## config.mk

```make
export PLATFORM = sky130hd
export DESIGN_NAME = ultra_sonic_responder
export DESIGN_NICKNAME = d
export VERILOG_FILES = /design/src/rtl/sr04_pkg.sv /design/src/rtl/sr04_usec_tick.sv /design/src/rtl/ultra_sonic_responder.sv
export SDC_FILE = /design/constraint.sdc
export NUM_CORES = 1
export LEC_CHECK = 0
export ABC_CLOCK_PERIOD_IN_PS = 10900
export CAP_MARGIN = 10
export CORE_AREA = 5 5 133 147
export CTS_CLUSTER_SIZE = 12
export DETAILED_ROUTE_END_ITERATION = 16
export DIE_AREA = 0 0 138 152
export DONT_BUFFER_PORTS = 1
export SLEW_MARGIN = 20
export SYNTH_ARGS = -nofsm -noshare
export SYNTH_HDL_FRONTEND = slang
export SYNTH_HIERARCHICAL = 1
export SYNTH_SLANG_ARGS = --single-unit
```

## constraint.sdc

```tcl
create_clock -name clk -period 10.9 [get_ports clk]
set_input_delay 1.635 -clock clk [delete_from_list [all_inputs] [get_ports clk]]
set_output_delay 1.635 -clock clk [all_outputs]
set_load 0.005 [all_outputs]
```

## src/rtl/sr04_pkg.sv

```systemverilog
// Shared types and constants for the HC-SR04 style ultrasonic responder.
package sr04_pkg;

    typedef enum logic [2:0] {
        ST_IDLE,
        ST_TRIG_HIGH,
        ST_BURST,
        ST_ECHO,
        ST_HOLDOFF
    } sr04_state_e;

    localparam int US_PER_CM   = 58;
    localparam int TRIG_MIN_US = 10;
    localparam int CM_W        = 12;
    localparam int MUL_W       = 18;
    localparam int US_W        = 22;

endpackage

```

## src/rtl/sr04_usec_tick.sv

```systemverilog
// Divide-by-CLK_MHZ counter; tick is high for one cycle per microsecond.
// restart forces the count back to zero so the next tick lands CLK_MHZ cycles later.
module sr04_usec_tick #(
    parameter int CLK_MHZ = 100
) (
    input  logic clk,
    input  logic rst,
    input  logic restart,
    output logic tick
);

    localparam int CNT_W = (CLK_MHZ > 1) ? $clog2(CLK_MHZ) : 1;

    logic [CNT_W-1:0] cnt_q, cnt_d;

    assign tick = (cnt_q == CNT_W'(CLK_MHZ - 1));

    always_comb begin
        cnt_d = cnt_q + CNT_W'(1);
        if (restart || tick) begin
            cnt_d = '0;
        end
    end

    always_ff @(posedge clk or posedge rst) begin
        if (rst) begin
            cnt_q <= '0;
        end else begin
            cnt_q <= cnt_d;
        end
    end

endmodule

```

## src/rtl/ultra_sonic_responder.sv

```systemverilog
// Emulates an HC-SR04 ultrasonic ranger: trigger pulse in, distance-proportional echo out.
// Define SR04_TIMEOUT_EN to answer out-of-range distances with a TIMEOUT_US no-target echo.
module ultra_sonic_responder
    import sr04_pkg::*;
#(
    parameter int CLK_MHZ    = 100,
    parameter int BURST_US   = 200,
    parameter int MAX_CM     = 400,
    parameter int TIMEOUT_US = 38000,
    parameter int HOLDOFF_US = 1000
) (
    input  logic        clk,
    input  logic        reset_p,
    input  logic        trigger,
    input  logic [11:0] distance_cm,
    output logic        echo,
    output logic        busy,
    output logic        short_trig
);

    localparam logic [CM_W-1:0] MAX_CM_L = CM_W'(MAX_CM);

    sr04_state_e       state_q, state_d;
    logic              trig_prev_q, trig_prev_d;
    logic              armed_q, armed_d;
    logic [CM_W-1:0]   lat_cm_q, lat_cm_d;
    logic [US_W-1:0]   us_cnt_q, us_cnt_d;
    logic              short_trig_q, short_trig_d;

    logic              tick;
    logic              restart;
    logic              trig_rise;
    logic              trig_fall;
    logic [US_W-1:0]   us_elapsed;
    logic [CM_W-1:0]   eff_cm;
    logic [MUL_W-1:0]  echo_prod;
    logic [US_W-1:0]   echo_us;

    // Restarting on every state change makes each state last an exact cycle count.
    assign restart = (state_d != state_q);

    sr04_usec_tick #(
        .CLK_MHZ (CLK_MHZ)
    ) u_tick (
        .clk     (clk),
        .rst     (reset_p),
        .restart (restart),
        .tick    (tick)
    );

    assign trig_rise  = trigger & ~trig_prev_q & armed_q;
    assign trig_fall  = ~trigger & trig_prev_q;
    assign us_elapsed = us_cnt_q + US_W'(tick);

    assign echo       = (state_q == ST_ECHO);
    assign busy       = (state_q != ST_IDLE);
    assign short_trig = short_trig_q;

    always_comb begin
        eff_cm = (lat_cm_q == '0) ? CM_W'(1) : lat_cm_q;
`ifdef SR04_TIMEOUT_EN
        echo_prod = MUL_W'(eff_cm) * MUL_W'(US_PER_CM);
        echo_us   = (lat_cm_q > MAX_CM_L) ? US_W'(TIMEOUT_US) : US_W'(echo_prod);
`else
        if (lat_cm_q > MAX_CM_L) begin
            eff_cm = MAX_CM_L;
        end
        echo_prod = MUL_W'(eff_cm) * MUL_W'(US_PER_CM);
        echo_us   = US_W'(echo_prod);
`endif
    end

    always_comb begin
        state_d      = state_q;
        lat_cm_d     = lat_cm_q;
        short_trig_d = 1'b0;
        trig_prev_d  = trigger;
        armed_d      = 1'b1;
        us_cnt_d     = us_cnt_q;
        if (tick && (us_cnt_q != '1)) begin
            us_cnt_d = us_cnt_q + US_W'(1);
        end

        case (state_q)
            ST_IDLE: begin
                if (trig_rise) begin
                    state_d = ST_TRIG_HIGH;
                end
            end
            ST_TRIG_HIGH: begin
                if (trig_fall) begin
                    if (us_elapsed >= US_W'(TRIG_MIN_US)) begin
                        state_d  = ST_BURST;
                        lat_cm_d = distance_cm;
                    end else begin
                        state_d      = ST_IDLE;
                        short_trig_d = 1'b1;
                    end
                end
            end
            ST_BURST: begin
                if (tick && (us_cnt_q == US_W'(BURST_US - 1))) begin
                    state_d = ST_ECHO;
                end
            end
            ST_ECHO: begin
                if (tick && (us_cnt_q == echo_us - US_W'(1))) begin
                    state_d = ST_HOLDOFF;
                end
            end
            ST_HOLDOFF: begin
                if (tick && (us_cnt_q == US_W'(HOLDOFF_US - 1))) begin
                    state_d = ST_IDLE;
                end
            end
            default: begin
                state_d = ST_IDLE;
            end
        endcase

        if (restart) begin
            us_cnt_d = '0;
        end
    end

    always_ff @(posedge clk or posedge reset_p) begin
        if (reset_p) begin
            state_q      <= ST_IDLE;
            trig_prev_q  <= 1'b0;
            armed_q      <= 1'b0;
            lat_cm_q     <= '0;
            us_cnt_q     <= '0;
            short_trig_q <= 1'b0;
        end else begin
            state_q      <= state_d;
            trig_prev_q  <= trig_prev_d;
            armed_q      <= armed_d;
            lat_cm_q     <= lat_cm_d;
            us_cnt_q     <= us_cnt_d;
            short_trig_q <= short_trig_d;
        end
    end

endmodule

```

==> reports/qor.yml <==
clock_tree:
  deepest_clock_path_buffer_count: 2
  inserted_clock_buffers: 5
  insertion_delay_to_the_later_sink_of_the_worst_skew_pair_ns: 0.30
  numClockSinks: 47
  cts-root-buf: "sky130_fd_sc_hd__clkbuf_16"
  cts.reportedPaths.clkPinSlew_ns: 0.07
  tritoncts: "done"
  cts_resized: 0
  post-cts-setup-buffers: 0
  postCtsHoldBufs: 0
  ctsHtreeMaxLevel: 2
synthesis:
  yosys.area_share.simple_pct: 23.82
  synth_top_cell_by_area: "sky130_fd_sc_hd__dfrtp_1"
  synth_compound_area_share_pct: 17.24
  synth_top_cells_by_area: "sky130_fd_sc_hd__dfrtp_1 22%, sky130_fd_sc_hd__ha_1 9.8%, sky130_fd_sc_hd__fa_1 6.5%"
  synth_edf_count: 0
  synth_unique_cells: 74
  synthAdderAreaFrac_pct: 16.28
  yosys_register_bits: 47
  synth_xor_area_share_pct: 11.22
  synth_warnings: 6
  netlist_area_sq_um: 5241
  synth.mux.area_fraction_pct: 3.366
  yosys-top-cells-count: "70 x sky130_fd_sc_hd__nand2_1, 47 x sky130_fd_sc_hd__dfrtp_1, 46 x sky130_fd_sc_hd__nor2_1"
  combinational_family_with_the_most_area_after_synthesis: "simple AND/OR/NAND/NOR gates"
  seq_area_frac_synth_pct: 22.44
  synthCells: 630
  synth_top_cell_area_share_pct: 22.44
  synthArstFlopShare_pct: 100.0
  synth_top_flop_cell: "sky130_fd_sc_hd__dfrtp_1"
  yosysMostFrequentCell: "sky130_fd_sc_hd__nand2_1"
  postSynthAreaPerCell_sq_um: 8.319
timing:
  setup_viol: 0
  fin_crit_sh_pct: 62.21
  timing.setup.tns_ns: 0
  max-slew-margin-rel_pct: 34.41
  fin_max_slew_vios: 0
  timing_hold_violations_final: 0
  worstMarginPinSlew_ns: 0.9712
  finClkSkew_ns: 0.005864
  timing.fmax_mhz: 147.5
  period_minus_slack_ns: 6.781
  rsz_0062_raised_after_global_routing: "false"
cells_and_area:
  layout-area-overhead-vs-synth_pct: 7.830
  drive_above_1_share_pct: 6.880
  num_antenna_cells: 0
  finish.net_count: 697
  num-fill-cells: 1952
global_routing:
  vias_in_the_first_global_route: 4370
  initial_antenna_violation_count: 0
  grt_first_pass_wirelength_um: 21700
  grt_start_max_net_pins: 41
  globalRouteTotalUtil_pct: 12.17
  global_route.overflow_total: 0
route:
  postRouteWirelength_um: 12860
  drt_pre_antenna_iters: 5
  routed-via-count: 4515
  detail_route.vias_per_cell: 5.202
  drtIter0Drc: 350
  routedWlPerCell_um: 14.82
  final_antenna_net_count: 0
  drt_drc_violations_left: 0
run_status:
  result_of_the_run: "finished clean"
place:
  globalplace.congestion: 0.8902
  buffer_ports.inserted: 0
  dp_hpwl_um: 9903
floorplan:
  core_area_sq_um: 18090
  die_area_sq_um: 20980
  die_height_um: 152
  row_count: 52
  start_util_pct: 28.98
  boundaryPins: 18
  dieWidth_um: 138
power_and_ir_drop:
  leakagePower_nw: 2.574
  p_total_mw: 0.4600
  cellPowerDensity_nw_per_um2: 81.40
  worst_ir_drop_vdd_uv: 49.20
worst_setup_path:
  path_max_fanout: 25
  worstPathArrival_ns: 6.96
  cp-start-kind: "flip-flop"
  setup.worst_path.class: "reg2reg"
  timing.critical_path.required_ns: 11.08
  critical_path.endpoint_type: "flip-flop"
worst_hold_path:
  holdCritPathClass: "reg2reg"
run:
  max_cap_viol_count: 0
[final cells by class]
class	count	area (sq um)	area share (%)
multi-input combinational	529	3834	67.83
sequential	47	1176	20.81
tap	243	304.0	5.380
inverter	37	138.9	2.457
clock buffer	5	125.1	2.214
clock inverter	3	43.79	0.7749
timing repair buffer	4	30.03	0.5313
[layer usage]
layer | share of wire (%) | track usage (%) | vias up
li1 | - | - | 2222
met1 | 47 | 16.55 | 2162
met2 | 48 | 20.60 | 116
met3 | 4.2 | 1.823 | 15
met4 | 1.1 | 2.494 | 0
met5 | 0 | 0 | -
[cell usage in the layout (no fill, tap or decap), types with 11 or more instances in the layout]
cell type / n
sky130_fd_sc_hd__a21oi_1: 39
sky130_fd_sc_hd__and3_1: 11
sky130_fd_sc_hd__conb_1: 17
sky130_fd_sc_hd__dfrtp_1: 47
sky130_fd_sc_hd__fa_1: 17
sky130_fd_sc_hd__ha_1: 41
sky130_fd_sc_hd__inv_1: 36
sky130_fd_sc_hd__mux2_2: 13
sky130_fd_sc_hd__nand2_1: 70
sky130_fd_sc_hd__nand3_1: 21
sky130_fd_sc_hd__nand4_1: 15
sky130_fd_sc_hd__nor2_1: 46
sky130_fd_sc_hd__nor3_1: 18
sky130_fd_sc_hd__nor4_1: 12
sky130_fd_sc_hd__o21ai_0: 16
sky130_fd_sc_hd__xnor2_1: 32
sky130_fd_sc_hd__xor2_1: 30
[final timing paths]
check / from / end / slack, ns / depth (start not counted)
max: lat_cm_q[11] / u_tick/cnt_q[3] / 4.12 / 22
min: u_tick/cnt_q[0] / u_tick/cnt_q[0] / 0.49 / 1
max reg2reg: lat_cm_q[11] / u_tick/cnt_q[3] / 4.12 / 22
min reg2reg: u_tick/cnt_q[0] / u_tick/cnt_q[0] / 0.49 / 1
max in group asynchronous: reset_p / lat_cm_q[6] / 9.17 / 2
min in group asynchronous: reset_p / u_tick/cnt_q[3] / 1.15 / 1
[logic make-up (layout without fill, tap and decap cells)]
kind of cell	count (synthesis)	count (layout)
buf+inv	69	49
mux	16	16
xor+xnor	64	64
simple gates	245	245
flops	47	47
other cells	2	17
compound gates	129	129
fa+ha+maj	58	58
[metrics by stage]
step	utilization, %	instances	worst slack [ns]	area (sq um)	hold WS, ns
6_report	31.25	868	4.119	5652	0.4857
5_1_grt	31.25	868	3.701	5652	0.5060
4_1_cts	31.25	868	4.120	5652	0.4923
3_5_place_dp	30.31	860	4.139	5483	0.4799
3_3_place_gp	30.31	860	4.311	5483	0.4758
2_1_floorplan	-	645	4.854	5298	0.4494
[worst max-delay path, cell delays in order (launching register included)]
cell                        delay, ns
sky130_fd_sc_hd__dfrtp_1         0.37
sky130_fd_sc_hd__or3_1           0.41
sky130_fd_sc_hd__o21bai_1        0.22
sky130_fd_sc_hd__nor2_1          0.25
sky130_fd_sc_hd__and2_1          0.32
sky130_fd_sc_hd__fa_1            0.46
sky130_fd_sc_hd__ha_1            0.29
sky130_fd_sc_hd__inv_1           0.05
sky130_fd_sc_hd__fa_1            0.52
sky130_fd_sc_hd__inv_1           0.04
sky130_fd_sc_hd__ha_1            0.38
sky130_fd_sc_hd__nand2_1         0.14
sky130_fd_sc_hd__o31ai_4         0.40
sky130_fd_sc_hd__a2bb2oi_2       0.21
sky130_fd_sc_hd__nand2_1         0.14
sky130_fd_sc_hd__or4_1           0.66
sky130_fd_sc_hd__or4b_1          0.60
sky130_fd_sc_hd__mux2i_1         0.20
sky130_fd_sc_hd__and4_1          0.20
sky130_fd_sc_hd__buf_4           0.31
sky130_fd_sc_hd__a22o_1          0.22
sky130_fd_sc_hd__o21bai_2        0.18
sky130_fd_sc_hd__nor2_1          0.09
[state kept, by name (all words and copies together), names as in the netlist]
signal        flops
trig_prev_q       1
short_trig        1
state_q           3
u_tick/cnt_q      7
us_cnt_q         22
armed_q           1
lat_cm_q         12
[where the power goes]
group / switching [mW] / internal (mW) / total [mW] / leakage, nW
Sequential: 0.00929 / 0.182 / 0.191 / 0.646
Clock: 0.0734 / 0.108 / 0.182 / 0.0838
Combinational: 0.0514 / 0.0357 / 0.0871 / 1.84
Total: 0.134 / 0.326 / 0.460 / 2.57
(Power assumes the default switching activity.)
